==> config.mk <==
export PLATFORM = sky130hd
export DESIGN_NAME = key_history_flat
export DESIGN_NICKNAME = d
export VERILOG_FILES = /design/src/rtl/key_history_if.sv /design/src/rtl/key_history.sv /design/src/flat_wrapper.sv
export SDC_FILE = /design/constraint.sdc
export NUM_CORES = 1
export LEC_CHECK = 0
export CORE_ASPECT_RATIO = 1.4
export CORE_MARGIN = 2
export CORE_UTILIZATION = 45
export DETAILED_ROUTE_END_ITERATION = 7
export GPL_TIMING_DRIVEN = 0
export PLACE_DENSITY = 0.82
export SETUP_SLACK_MARGIN = 0.5
export SLEW_MARGIN = 0
export SYNTH_ARGS = -nofsm -noshare
export SYNTH_HDL_FRONTEND = slang
export SYNTH_SLANG_ARGS = --single-unit
==> constraint.sdc <==
create_clock -name clk -period 1.75 [get_ports clk]
set_input_delay 0.175 -clock clk [delete_from_list [all_inputs] [get_ports clk]]
set_output_delay 0.175 -clock clk [all_outputs]
set_load 0.03 [all_outputs]
==> src/rtl/key_history_if.sv <==
// Keypad history bus: debouncer-side controls in, history/read-port state out.
// Pure wiring, no storage; the slave modport is the history buffer itself.
// No flow control: strobes are edge events, outputs are always valid.
interface key_history_if #(
    parameter int WIDTH = 4,
    parameter int DEPTH = 4
);
    localparam int IW = (DEPTH > 1) ? $clog2(DEPTH) : 1;
    localparam int CW = $clog2(DEPTH + 1);

    // Controls toward the history buffer
    logic                   pulse;
    logic [WIDTH-1:0]       key;
    logic                   undo;
    logic                   clear;
    logic                   suppress_repeat;
    logic [IW-1:0]          sel;

    // State reported by the history buffer
    logic [DEPTH*WIDTH-1:0] history;
    logic [DEPTH-1:0]       valid;
    logic [CW-1:0]          count;
    logic                   full;
    logic [WIDTH-1:0]       sel_data;
    logic                   pushed;

    modport master (
        output pulse, key, undo, clear, suppress_repeat, sel,
        input  history, valid, count, full, sel_data, pushed
    );

    modport slave (
        input  pulse, key, undo, clear, suppress_repeat, sel,
        output history, valid, count, full, sel_data, pushed
    );
endinterface

==> src/rtl/key_history.sv <==
// Newest-first keypad entry history with undo, clear, repeat suppression and indexed read.
// Latency: one clk from the pulse/undo rising edge to updated history; sel_data is combinational.
// No backpressure: every detected edge is acted on; a push into a full history drops the oldest entry.
module key_history #(
    parameter int WIDTH = 4,
    parameter int DEPTH = 4
) (
    input logic           clk,
    input logic           reset,
    key_history_if.slave  kh
);
    localparam int IW = (DEPTH > 1) ? $clog2(DEPTH) : 1;
    localparam int CW = $clog2(DEPTH + 1);

    // Edge detector state
    logic pulse_q;
    logic undo_q;
    logic push_ev;
    logic pop_ev;

    // History storage: entry 0 is the newest key
    logic [WIDTH-1:0] entry_q [DEPTH];
    logic [WIDTH-1:0] entry_d [DEPTH];
    logic [DEPTH-1:0] valid_q;
    logic [DEPTH-1:0] valid_d;
    logic [CW-1:0]    count_q;
    logic [CW-1:0]    count_d;
    logic             pushed_q;
    logic             pushed_d;

    // Decoded helpers, all from registered state
    logic has_entries;
    logic is_full;
    logic suppress_hit;

    assign push_ev      = kh.pulse & ~pulse_q;
    assign pop_ev       = kh.undo  & ~undo_q;
    assign has_entries  = valid_q[0];
    assign is_full      = (count_q == CW'(DEPTH));
    // Repeat suppression looks at the entry 0 held before this edge
    assign suppress_hit = kh.suppress_repeat & valid_q[0] & (kh.key == entry_q[0]);

    // Remember last sampled strobe levels; keeps running through clear so a
    // pulse held across clear release is not mistaken for a new key
    always_ff @(posedge clk or posedge reset) begin
        if (reset) begin
            pulse_q <= 1'b0;
            undo_q  <= 1'b0;
        end else begin
            pulse_q <= kh.pulse;
            undo_q  <= kh.undo;
        end
    end

    // Next-state selection in priority order: clear, replace, suppress, push, pop, hold
    always_comb begin
        entry_d  = entry_q;
        valid_d  = valid_q;
        count_d  = count_q;
        pushed_d = 1'b0;

        if (kh.clear) begin
            for (int i = 0; i < DEPTH; i++) begin
                entry_d[i] = '0;
            end
            valid_d = '0;
            count_d = '0;
        end else if (push_ev && pop_ev && has_entries) begin
            // Simultaneous key and backspace overwrite the newest entry in place
            entry_d[0] = kh.key;
            pushed_d   = 1'b1;
        end else if (push_ev && suppress_hit) begin
            // Same key as the newest entry while suppression is on: ignore it
            pushed_d = 1'b0;
        end else if (push_ev) begin
            for (int i = DEPTH - 1; i >= 1; i--) begin
                entry_d[i] = entry_q[i-1];
            end
            entry_d[0] = kh.key;
            valid_d    = {valid_q[DEPTH-2:0], 1'b1};
            if (!is_full) begin
                count_d = count_q + CW'(1);
            end
            pushed_d   = 1'b1;
        end else if (pop_ev && has_entries) begin
            for (int i = 0; i < DEPTH - 1; i++) begin
                entry_d[i] = entry_q[i+1];
            end
            entry_d[DEPTH-1] = '0;
            valid_d          = {1'b0, valid_q[DEPTH-1:1]};
            count_d          = count_q - CW'(1);
        end
    end

    // History, occupancy and pushed-flag registers
    always_ff @(posedge clk or posedge reset) begin
        if (reset) begin
            for (int i = 0; i < DEPTH; i++) begin
                entry_q[i] <= '0;
            end
            valid_q  <= '0;
            count_q  <= '0;
            pushed_q <= 1'b0;
        end else begin
            for (int i = 0; i < DEPTH; i++) begin
                entry_q[i] <= entry_d[i];
            end
            valid_q  <= valid_d;
            count_q  <= count_d;
            pushed_q <= pushed_d;
        end
    end

    // Flatten the entries onto the history bus, entry i at [i*WIDTH +: WIDTH]
    always_comb begin
        kh.history = '0;
        for (int i = 0; i < DEPTH; i++) begin
            kh.history[i*WIDTH +: WIDTH] = entry_q[i];
        end
    end

    // Indexed read: out-of-range or empty slots read as zero
    always_comb begin
        kh.sel_data = '0;
        for (int i = 0; i < DEPTH; i++) begin
            if ((kh.sel == IW'(i)) && valid_q[i]) begin
                kh.sel_data = entry_q[i];
            end
        end
    end

    assign kh.valid  = valid_q;
    assign kh.count  = count_q;
    assign kh.full   = is_full;
    assign kh.pushed = pushed_q;

endmodule

==> src/flat_wrapper.sv <==
// flat-port wrapper written by rule: the top's interface ports become plain ports
module key_history_flat 
#(
    parameter int WIDTH = 4,
    parameter int DEPTH = 4
)
  (clk, reset, kh_pulse, kh_key, kh_undo, kh_clear, kh_suppress_repeat, kh_sel, kh_history, kh_valid, kh_count, kh_full, kh_sel_data, kh_pushed);
  key_history_if #(.WIDTH(WIDTH), .DEPTH(DEPTH)) kh_i ();
  input logic clk;
  input logic reset;
  input wire logic [$bits(kh_i.pulse)-1:0] kh_pulse;
  input wire logic [$bits(kh_i.key)-1:0] kh_key;
  input wire logic [$bits(kh_i.undo)-1:0] kh_undo;
  input wire logic [$bits(kh_i.clear)-1:0] kh_clear;
  input wire logic [$bits(kh_i.suppress_repeat)-1:0] kh_suppress_repeat;
  input wire logic [$bits(kh_i.sel)-1:0] kh_sel;
  output wire logic [$bits(kh_i.history)-1:0] kh_history;
  output wire logic [$bits(kh_i.valid)-1:0] kh_valid;
  output wire logic [$bits(kh_i.count)-1:0] kh_count;
  output wire logic [$bits(kh_i.full)-1:0] kh_full;
  output wire logic [$bits(kh_i.sel_data)-1:0] kh_sel_data;
  output wire logic [$bits(kh_i.pushed)-1:0] kh_pushed;
  assign kh_i.pulse = kh_pulse;
  assign kh_i.key = kh_key;
  assign kh_i.undo = kh_undo;
  assign kh_i.clear = kh_clear;
  assign kh_i.suppress_repeat = kh_suppress_repeat;
  assign kh_i.sel = kh_sel;
  assign kh_history = kh_i.history;
  assign kh_valid = kh_i.valid;
  assign kh_count = kh_i.count;
  assign kh_full = kh_i.full;
  assign kh_sel_data = kh_i.sel_data;
  assign kh_pushed = kh_i.pushed;
  key_history #(.WIDTH(WIDTH), .DEPTH(DEPTH)) u_core (.clk(clk), .reset(reset), .kh(kh_i));
endmodule
==> flow_summary.ini, run 1 <==
[outcome]
status = finished, final reports clean

[cells_and_area]
final_util_pct = 72.3
num_antenna_cells = 0
instances_no_fill = 284
fin_nets = 256
area_growth_pct = 52.5
postLayoutCellArea_mm2 = 0.00266
drive_gt1_share_pct = 50.8

[drt]
drtIter0Drc = 66
firstDrtPassIters = 4
drt_wl_total_um = 5040
drc = 0
vias = 1644
vias_per_cell = 5.79
ant_nets = 0
wl_per_cell_um = 17.8

[pwr]
power_leakage_nw = 1.11
power_w = 0.00163
vdd_drop_max_mv = 0.591
p_per_area_mw_per_mm2 = 613

[synthesis]
synthSimpleGateAreaFrac_pct = 16.9
synthCells = 180
syn_area_per_cell_um2 = 9.68
yosysUniqueCellTypes = 42
synth_xor_area_share_pct = 2.01
ys_seq_elements = 26
yosys_warnings = 0
synthMuxAreaShare_pct = 15.7
synth_edf_count = 0
synth_compound_area_share_pct = 22.3
synth_top_family_by_area = compound AO/OA/AOI/OAI gates
synth_area_mm2 = 0.00174
ys_seq_area_share_pct = 37.3
synth.largest_area_cell = dfrtp_1
synth_ff_type = dfrtp_1
synth.area.top_cells = dfrtp_1 (37%), mux2_4 (7.8%), nand2_1 (7.1%)
async_flop_share_pct = 100
synth_fp_nets = 193
synth_top_area_share_pct = 37.3
synthAdderAreaFrac_pct = 1.15

[clock_tree]
clk_path_buf_depth = 2
cts_tree = yes
clkTransAtPathRegs_ns = 0.10
root_buffer = clkbuf_8
cts_buffers = 3
cts_sinks = 26
clock_latency_ns = 0.28
cts_hold_buffers = 0
htree_num_levels = 1

[timing]
slew_viol_final = 0
worst_pin_slew_ns = 0.612
hold_viol = 0
fin_crit_sh_pct = 96.8
fin_crit_ns = 1.69
setup_viol = 0
final.setup_skew_ns = 0.00965
rsz0062_at_grt = true
timing.fmax_ghz = 0.590
slew_headroom_pct = 59.1

[floorplan]
die_w_um = 56.6
dieArea_mm2 = 0.00439
die_height_um = 77.6
initial_core_util_pct = 47.4
num_io_pins = 41
core_area_mm2 = 0.00368
rows = 26

[critical_path]
timing.critical_path.buf_inv = 1
slowest_delay_ns = 0.47
arrival_ns = 1.86
end_kind = flop
worstPathRequired_ns = 1.91
cp_top_family = flip-flops
path_class = reg -> reg
cp-start-kind = flop
path_max_fanout = 10
crit_path_top_delay_cell = dfrtp_2
crit_path_cell_trace = xnor2_2 -> and3_4 -> o211ai_4 -> buf_12 -> mux2_4

[placed_design]
gp_congestion = 0.924
placed_cells = 261
port_buffers = 39
place_area_mm2 = 0.00230
hpwl_um = 3160

[global_routing]
antenna_found_initial = 0
track_usage_pct = 23.2
grt_pass1_wl_um = 7990
grt_max_degree = 27
gr-total-overflow = 0
grt_pass1_vias = 1626

[flow_run]
maxCapViolCount = 0

[worst_hold_path]
hold_path.class = in -> reg
==> logic make-up (layout without fill, tap and decap cells) <==
group                    Yosys count  in the layout
AND/OR/NAND/NOR                   63             63
XOR/XNOR                           4              4
AO/OA/AOI/OAI                     47             47
adder cells (fa/ha/maj)            1              1
flip-flops                        26             26
buffers and inverters             17             79
multiplexers                      22             22
==> placed cells by master (no fill, tap or decap), types with 3 or more instances in the layout <==
master           Yosys  final
mux2i_1              6      6
nand2_2              0      3
clkbuf_8             0      5
a31oi_1              4      4
dlygate4sd2_1        0      5
clkdlybuf4s15_2      0     17
nand2_1             33     30
o32ai_2              0      5
buf_6                1     12
a22oi_1              4      4
mux2_2               4      4
o21ai_2              1      5
dfrtp_2              0     12
clkdlybuf4s50_1      0      6
buf_4                1     17
dfrtp_1             26     14
clkbuf_1             5      3
o21ai_0              9      3
a221oi_2             4      4
nor2_1              16     14
a21oi_1             11     10
mux2_4               9     11
inv_1                5      4
==> what timing repair did <==
action / CTS / global route
endpoints found under the setup margin: 53 / 65
pin swaps: 7 / 12
gates resized for setup: 120 / 41
setup buffers: 13 / 6
==> routing by layer <==
| metal | share of wire [%] | track usage (%) | vias up |
|---|---|---|---|
| met5 | 0 | 0 | - |
| met4 | 1.5 | 8.57 | 0 |
| met3 | 5.3 | 3.00 | 8 |
| met2 | 51 | 39.0 | 73 |
| met1 | 42 | 30.3 | 788 |
| li1 | - | - | 775 |
==> metrics by stage <==
step	TNS, ns	hold slack (ns)	worst slack, ns
floorplan	0	0.206	0.0533
global placement	-6.15	0.583	-0.449
detailed placement	-6.54	0.572	-0.469
CTS	0	0.214	0.0817
global route	-0.0159	0.208	-0.0159
finish	0	0.213	0.0559
==> cell usage after synthesis, types with 4 or more instances <==
cell type  count
nand2_1       33
mux2_2         4
a31oi_1        4
mux2i_1        6
a21oi_1       11
mux2_4         9
a221oi_2       4
inv_1          5
o32ai_1        5
buf_2          4
clkbuf_1       5
dfrtp_1       26
a22oi_1        4
o21ai_0        9
nor2_1        16
==> state kept, by name, summed over array words and instances, names as in the netlist <==
signal	cells
u_core.kh.count	3
u_core.kh.history	16
u_core.kh.pushed	1
u_core.kh.valid	4
u_core.pulse_q	1
u_core.undo_q	1
==> report_power, final <==
part	internal (W)	switching, W	total (W)	leakage (nW)
Clock	0.000201	0.000205	0.000407	0.0288
Combinational	0.000251	0.000290	0.000541	0.748
Sequential	0.000637	0.0000454	0.000682	0.333
Total	0.00109	0.000541	0.00163	1.11
==> final cells by class <==
| class | instances | area, um2 |
|---|---|---|
| Multi-Input combinational cell | 137 | 1190 |
| Tap cell | 42 | 52.6 |
| Fill cell | 257 | 1020 |
| Sequential cell | 26 | 666 |
| Buffer | 11 | 110 |
| Inverter | 6 | 28.8 |
| Timing Repair Buffer | 58 | 561 |
| Clock buffer | 4 | 55.1 |
==> path summary, 6_finish.rpt <==
path / from / to / slack (ns) / cells past startpoint
max reg2reg: u_core.kh.history[1] / u_core.kh.history[8] / 0.06 / 5
max: u_core.kh.history[1] / u_core.kh.history[8] / 0.06 / 5
max in group asynchronous: reset / u_core.kh.history[2] / 1.06 / 2
min: kh_pulse / u_core.pulse_q / 0.21 / 1
min reg2reg: u_core.kh.history[7] / u_core.kh.history[7] / 0.60 / 1
min in group asynchronous: reset / u_core.kh.history[5] / 0.31 / 2
Power figures use the tool's default switching activity.
==> inputs of run 2 (changes only) <==
--- a/config.mk
+++ b/config.mk
@@ -7,10 +7,10 @@
 export LEC_CHECK = 0
 export CORE_ASPECT_RATIO = 1.4
 export CORE_MARGIN = 2
-export CORE_UTILIZATION = 45
+export CORE_UTILIZATION = 54
 export DETAILED_ROUTE_END_ITERATION = 7
 export GPL_TIMING_DRIVEN = 0
-export PLACE_DENSITY = 0.82
+export PLACE_DENSITY = 0.92
 export SETUP_SLACK_MARGIN = 0.5
 export SLEW_MARGIN = 0
 export SYNTH_ARGS = -nofsm -noshare
==> constraint.sdc (replaced) <==
create_clock -name clk -period 2 [get_ports clk]
set_input_delay 0.2 -clock clk [delete_from_list [all_inputs] [get_ports clk]]
set_output_delay 0.2 -clock clk [all_outputs]
set_load 0.03 [all_outputs]
==> flow_summary.ini, run 2 (synthesis results as in run 1) <==
[floorplan]
dieArea_mm2 = 0.00370
initial_core_util_pct = 56.4
die_height_um = 71.2
num_io_pins = 41
rows = 24
core_area_mm2 = 0.00309
die_w_um = 52.0

[critical_path]
r2r_end = u_core.kh.count[2]
worstPathRequired_ns = 2.18
startpoint = u_core.pulse_q
cp-endpoint = u_core.kh.count[2]
arrival_ns = 1.94
path_class = reg -> reg
reg2reg_slack_ns = 0.24
end_kind = flop
reg2reg_depth = 8
worstReg2RegStart = u_core.pulse_q
cp-start-kind = flop
path_max_fanout = 4

[clock_tree]
cts_sinks = 26
clk_path_buf_depth = 2
cts_buffers = 3
cts_hold_buffers = 0
htree_num_levels = 1
cts_tree = yes
root_buffer = clkbuf_8
clkTransAtPathRegs_ns = 0.10
clock_latency_ns = 0.28

[cells_and_area]
layout_commonest_cell = nand2_1
instances_no_fill = 275
postLayoutCellArea_mm2 = 0.00249
drive_gt1_share_pct = 34.3
final_cell_mix = nand2_1 (32), dlygate4sd2_1 (26), dfrtp_1 (20)
fillers = 201
largest_reg_flops = 16
num_antenna_cells = 0
area_growth_pct = 42.6
fin_nets = 250

[timing]
rsz0062_at_grt = true
setup_viol = 0
hold_viol = 0
fin_crit_sh_pct = 88.1
fin_crit_ns = 1.76
timing.fmax_ghz = 0.568
slew_headroom_pct = 32.7
worst_pin_slew_ns = 1.01
final.setup_skew_ns = 0.0135
finalWorstSetupSlack_ns = 0.238
slew_viol_final = 0

[drt]
firstDrtPassIters = 4
vias = 1719
vias_per_cell = 6.25
drc = 0
drtIter0Drc = 95
drt_wl_total_um = 5270
ant_nets = 0
wl_per_cell_um = 19.2

[pwr]
vdd_drop_max_mv = 0.426
p_per_area_mw_per_mm2 = 545
power_leakage_nw = 1.16

[global_routing]
gr-total-overflow = 0
grt_pass1_vias = 1588
grt_pass1_wl_um = 7910
grt_max_degree = 27
antenna_found_initial = 0
track_usage_pct = 28.7

[placed_design]
placed_cells = 258
gp_congestion = 0.918
pre_cts_ws_ns = -0.170
place_area_mm2 = 0.00226
hpwl_um = 3280
port_buffers = 39

[outcome]
status = finished, final reports clean

[worst_hold_path]
hold_path.class = in -> reg

[flow_run]
maxCapViolCount = 0
[run 2: cell types whose count changed in the layout (fill, tap and decap cells not counted), sizes merged]
cell and change:
dlymetal6s2s +1, clkdlybuf4s15 -18, inv +1, clkinvlp -1, dlygate4sd2 +21, buf -10
[run 2: layer usage]
layer	GRT usage [%]	up-vias	share of wire [%]
met3	2.71	17	6.9
met1	37.1	842	38
met2	47.8	104	52
met5	0	-	0
met4	13.5	0	2.9
li1	-	756	-
[run 2: timing repair]
| action | 4_1_cts | 5_1_grt |
|---|---|---|
| pin swaps | 1 | 16 |
| setup buffers | 10 | 3 |
| resized for setup | 66 | 20 |
| setup endpoints to repair | 51 | 28 |
[run 2: worst min-delay path by stage]
stage                                     start                     to  slack (ns)  cells past startpoint
after CTS                              kh_pulse         u_core.pulse_q        0.44                      1
after global routing                   kh_pulse         u_core.pulse_q        0.13                      1
after detailed placement   u_core.kh.history[9]   u_core.kh.history[9]        0.58                      1
final                                  kh_pulse         u_core.pulse_q        0.12                      1
after floorplan                        kh_pulse         u_core.pulse_q        0.23                      0
after global placement    u_core.kh.history[10]  u_core.kh.history[10]        0.57                      1
[run 2: layout make-up]
cell class	instances	area, um2	area share, %
Inverter	6	25.0	1.01
Timing Repair Buffer	52	465	18.7
Tap cell	39	48.8	1.96
Clock buffer	4	45.0	1.81
Buffer	11	95.1	3.82
Multi-Input combinational cell	137	1150	46.2
Sequential cell	26	658	26.5
[run 2: through the flow]
step                      power [W]  TNS [ns]  hold WS [ns]  utilization (%)
after floorplan            0.000862         0         0.231                -
after global placement     0.000984    -0.803         0.566             73.1
after detailed placement   0.000997     -1.00         0.579             73.1
after CTS                   0.00131         0         0.440             76.7
after global routing        0.00141         0         0.126             80.4
final                       0.00136         0         0.117             80.4
[run 2: power by group]
group | switching, W | total (W) | internal (W)
Sequential | 0.0000432 | 0.000598 | 0.000555
Clock | 0.000171 | 0.000314 | 0.000143
Combinational | 0.000247 | 0.000444 | 0.000197
Total | 0.000461 | 0.00136 | 0.000895
[run 2: worst max-delay path, stage by stage, from the launching register on]
cell and delay, ns:
dfrtp_1 0.35, nand2b_4 0.14, inv_4 0.04, buf_6 0.11, buf_8 0.11, fa_2 0.37
nor3_1 0.18, o2111ai_1 0.21, o311ai_2 0.14
==> inputs of run 3 (changes only) <==
--- a/config.mk
+++ b/config.mk
@@ -9,7 +9,6 @@
 export CORE_MARGIN = 2
 export CORE_UTILIZATION = 54
 export DETAILED_ROUTE_END_ITERATION = 7
-export GPL_TIMING_DRIVEN = 0
 export PLACE_DENSITY = 0.92
 export SETUP_SLACK_MARGIN = 0.5
 export SLEW_MARGIN = 0
==> flow_summary.ini, run 3 (synthesis results as in run 1) <==
[cells_and_area]
largest_reg_flops = 16
drive_gt1_share_pct = 32.6
postLayoutCellArea_mm2 = 0.00241
layout_commonest_cell = nand2_1
final_cell_mix = nand2_1 (29), dlygate4sd2_1 (26), dfrtp_1 (21)
num_antenna_cells = 0
fin_nets = 241
area_growth_pct = 38.6
fillers = 202
instances_no_fill = 266

[global_routing]
grt_pass1_vias = 1567
gr-total-overflow = 0
grt_max_degree = 27
antenna_found_initial = 0
track_usage_pct = 27.2
grt_pass1_wl_um = 7630

[critical_path]
cp_top_family = flip-flops
path_max_fanout = 13
worstReg2RegStart = u_core.kh.history[3]
worstPathRequired_ns = 2.16
startpoint = u_core.kh.history[3]
crit_path_cell_trace = xor2_2 -> o311ai_4 -> o211ai_4 -> buf_12 -> mux2_1
timing.critical_path.buf_inv = 1
arrival_ns = 1.86
slowest_delay_ns = 0.45
path_class = reg -> reg
cp-start-kind = flop
end_kind = flop
crit_path_top_delay_cell = dfrtp_2

[pwr]
power_leakage_nw = 1.14
vdd_drop_max_mv = 0.354
p_per_area_mw_per_mm2 = 562

[placed_design]
gp_congestion = 0.865
pre_cts_ws_ns = -0.136
place_area_mm2 = 0.00226
placed_cells = 256
port_buffers = 40
hpwl_um = 3120

[drt]
firstDrtPassIters = 4
drc = 0
vias = 1668
vias_per_cell = 6.27
drt_wl_total_um = 4960
wl_per_cell_um = 18.7
drtIter0Drc = 93
ant_nets = 0

[clock_tree]
cts_sinks = 26
root_buffer = clkbuf_8
clock_latency_ns = 0.27
cts_tree = yes
clk_path_buf_depth = 2
cts_buffers = 3
htree_num_levels = 1
clkTransAtPathRegs_ns = 0.09

[timing]
timing.fmax_ghz = 0.589
setup_viol = 0
slew_viol_final = 0
holdWs_ns = 0.280
finalWorstSetupSlack_ns = 0.301
fin_crit_ns = 1.70
final.setup_skew_ns = 0.00429
fin_tns_setup_ns = 0
rsz0062_at_grt = true
slew_headroom_pct = 68.2
fin_crit_sh_pct = 85.0
hold_viol = 0
worst_pin_slew_ns = 0.477

[floorplan]
dieArea_mm2 = 0.00370
die_height_um = 71.2
die_w_um = 52.0
rows = 24
core_area_mm2 = 0.00309
initial_core_util_pct = 56.4
num_io_pins = 41

[flow_run]
maxCapViolCount = 0

[worst_hold_path]
hold_path.class = in -> async

[outcome]
status = finished, final reports clean
==> run 3: per-layer routing <==
metal / global-route usage, % / share of wire (%) / routed length [um]
met5: 0 / 0 / 0
met4: 9.36 / 2.4 / 119
met3: 5.00 / 6.7 / 331
met2: 45.1 / 51 / 2550
met1: 35.2 / 39 / 1960
==> run 3: layout make-up <==
type / count / area (um2) / share of cell area (%)
Inverter: 6 / 22.5 / 0.933
Tap cell: 39 / 48.8 / 2.02
Timing Repair Buffer: 54 / 498 / 20.6
Sequential cell: 26 / 657 / 27.2
Multi-Input combinational cell: 137 / 1130 / 46.9
Clock buffer: 4 / 55.1 / 2.28
==> run 3: path summary, 6_finish.rpt <==
path | to | slack (ns) | cells after the start
max | u_core.kh.history[10] | 0.30 | 5
min | u_core.kh.history[7] | 0.28 | 3
max reg2reg | u_core.kh.history[10] | 0.30 | 5
min reg2reg | u_core.kh.history[8] | 0.61 | 1
max in group asynchronous | u_core.kh.history[1] | 1.43 | 3
min in group clk | u_core.kh.history[0] | 0.34 | 3
==> run 3: timing repair <==
action                                  CTS  global route
endpoints found under the setup margin   51            29
hold buffers                              0             0
pin swaps                                 4             7
gates resized for setup                  31            14
cloned                                    0             0
buffers inserted                          6             0
==> run 3: metrics by stage <==
stage                     total power, W  util (%)
after floorplan                 0.000862         -
after global placement          0.000987      73.2
after detailed placement        0.000999      73.2
after CTS                        0.00135      76.8
after global routing             0.00142      78.1
final                            0.00136      78.1
==> run 3: worst reg2reg max path: stages (launching register included) <==
cell and delay (ns):
dfrtp_2 0.45, xor2_2 0.18, o311ai_4 0.33, o211ai_4 0.12, buf_12 0.18, mux2_1 0.32
==> run 3: report_power, final <==
part           total [W]  leakage [nW]  switching [W]  internal (W)
combinational   0.000411         0.771       0.000232      0.000179
sequential      0.000601         0.344      0.0000465      0.000554
clock           0.000346        0.0288       0.000169      0.000176
==> patch, RTL diff (settings of run 2) <==
`DEPTH` is set to 4 in 3 places; all go to 8.
--- a/src/rtl/key_history_if.sv
+++ b/src/rtl/key_history_if.sv
@@ -5,3 +5,3 @@
     parameter int WIDTH = 4,
-    parameter int DEPTH = 4
+    parameter int DEPTH = 8
 );
--- a/src/rtl/key_history.sv
+++ b/src/rtl/key_history.sv
@@ -5,3 +5,3 @@
     parameter int WIDTH = 4,
-    parameter int DEPTH = 4
+    parameter int DEPTH = 8
 ) (
--- a/src/flat_wrapper.sv
+++ b/src/flat_wrapper.sv
@@ -4,3 +4,3 @@
     parameter int WIDTH = 4,
-    parameter int DEPTH = 4
+    parameter int DEPTH = 8
 )
Interface: changed (resized kh_count, kh_history, kh_sel and kh_valid); port bits go from 41 to 63. No check against the original RTL was run, so the function may have changed too.
==> patch against run 2 <==
  * Clock power rose by 110%
  * Routed wire length rose to 3.6 times the old value
  * Power rose to 2.6 times the old value
  * The run now ends with design-rule violations, negative setup slack left
  * Utilization rose by 14 points
  * Sequential cell count rose by 21
  * Design area rose by 120%
  * Setup slack got worse by 0.54 ns
  * Combinational power rose to 3.7 times the old value
  * Area after synthesis rose by 87%
==> patch: results (changes against run 2) <==
• worst-case setup margin in the final layout: -0.299 ns, was 0.238 ns
• fraction of synthesized area in multiplexers: 1.84%, was 15.7%
• All-Layer GR Usage: 46.7%, was 28.7%
• top fanout value on the critical path: 10, was 4
• result of the run: finished, violations left, was finished, final reports clean
• violated checks: design-rule violations, negative setup slack
• number of iterations in the first detailed-routing pass: 8, was 4
• Compound-Gate Fraction of Synth Area: 27.9%, was 22.3%
• origin of the critical flop-to-flop path: u_core.kh.valid[0], was u_core.pulse_q
• number of cells in the design after placement: 477, was 258
• Setup TNS: -6.85 ns, was 0 ns
• Slowest-stage cell, CP: sky130_fd_sc_hd__nor4_1, was sky130_fd_sc_hd__fa_2
• iteration-0 DRC count of the detailed router: 952, was 95
• logic gate share of total power: 45.5%, was 32.7%
• Worst Path Arrival: 2.48 ns, was 1.94 ns
• headroom to the max-slew limit: 37.2%, was 32.7%
• largest net degree at the start of global routing: 26, was 27
• first-pass GRT wire length: 23300 um, was 7910 um
• leakage power of the design: 0.00217 uW, was 0.00116 uW
• Port Buffer Count: 59, was 39
• slowest stage delay, CP: 0.43 ns, was 0.37 ns
• Clock Skews: 0.0164 ns, was 0.0135 ns
• post-synthesis adder-cell area fraction: 1.38%, was 1.15%
• global placer's final weighted congestion: 0.998, was 0.918
• H-tree levels: 2, was 1
• type of the worst min-delay path: in2async, was in2reg
• Largest register FFs: 32, was 16
• top cells by area in the synthesized netlist: sky130_fd_sc_hd__dfrtp_1 (36%), sky130_fd_sc_hd__a311oi_2 (12%), sky130_fd_sc_hd__nand2_1 (8.2%), sky130_fd_sc_hd__nor4_1 (5.7%), sky130_fd_sc_hd__a311oi_1 (2.7%), was sky130_fd_sc_hd__dfrtp_1 (37%), sky130_fd_sc_hd__mux2_4 (7.8%), sky130_fd_sc_hd__nand2_1 (7.1%), sky130_fd_sc_hd__mux2i_1 (3.4%), sky130_fd_sc_hd__a221oi_2 (3.4%)
• startpoint of the worst setup timing path: u_core.kh.valid[0], was u_core.pulse_q
• # setup viols final: 42, was 0
• worst voltage drop across the vdd grid: 0.754 mV, was 0.426 mV
• DRC violation count after routing: 78, was 0
[patch: cell families after synthesis]
logic type,after synthesis
buffers and inverters,47
muxes,6
and+or+nand+nor,150
adders and majority gates,3
xor gates and xnor gates,5
AOI/OAI and AO/OA,89
DFF,47
[patch: final timing paths]
kind,to,slack [ns],cells past startpoint
max in group asynchronous,u_core.kh.valid[5],1.14,3
worst min register to register,u_core.kh.history[19],0.71,2
min in group clk,u_core.undo_q,0.40,1
worst max-delay path,u_core.kh.count[3],-0.30,8
worst max register to register,u_core.kh.count[3],-0.30,8
worst min-delay path,u_core.kh.count[0],0.28,2
[patch: layout make-up]
cell class                 instances  area [sq um]
tap                               70          87.6
clock inverter                     1          5.00
timing repair buffer             101          1100
buffer                            39           403
clock buffer                       7          86.3
fill                             166           354
sequential                        47          1190
multi-input combinational        253          2600
inverter                           8          30.0
[patch: layer usage]
metal | track usage (%) | up-vias | part of all wire [%]
met5 | 0 | - | 0
met4 | 32.2 | 0 | 13
met3 | 12.8 | 259 | 14
met2 | 75.1 | 562 | 42
met1 | 54.7 | 2026 | 30
li1 | - | 1551 | -
[patch: repair_timing]
item	4_1_cts	5_1_grt
endpoints found under the setup margin	94	67
setup buffers	23	10
gates resized for setup	215	69
pin swaps	44	25
gates cloned	7	1
[patch: per-stage QoR]
step / hold slack (ns) / total power, uW / cell area, sq um / worst slack, ns / utilization [%]
floorplan: 0.231 / 1890 / 3380 / 0.155 / -
detailed placement: 0.588 / 2280 / 4080 / -0.591 / 69.5
CTS: 0.254 / 3160 / 5130 / 0.00672 / 87.5
global placement: 0.624 / 2240 / 4060 / -0.556 / 69.2
finish: 0.284 / 3580 / 5510 / -0.299 / 94.0
global route: 0.348 / 3610 / 5510 / -0.384 / 94.0
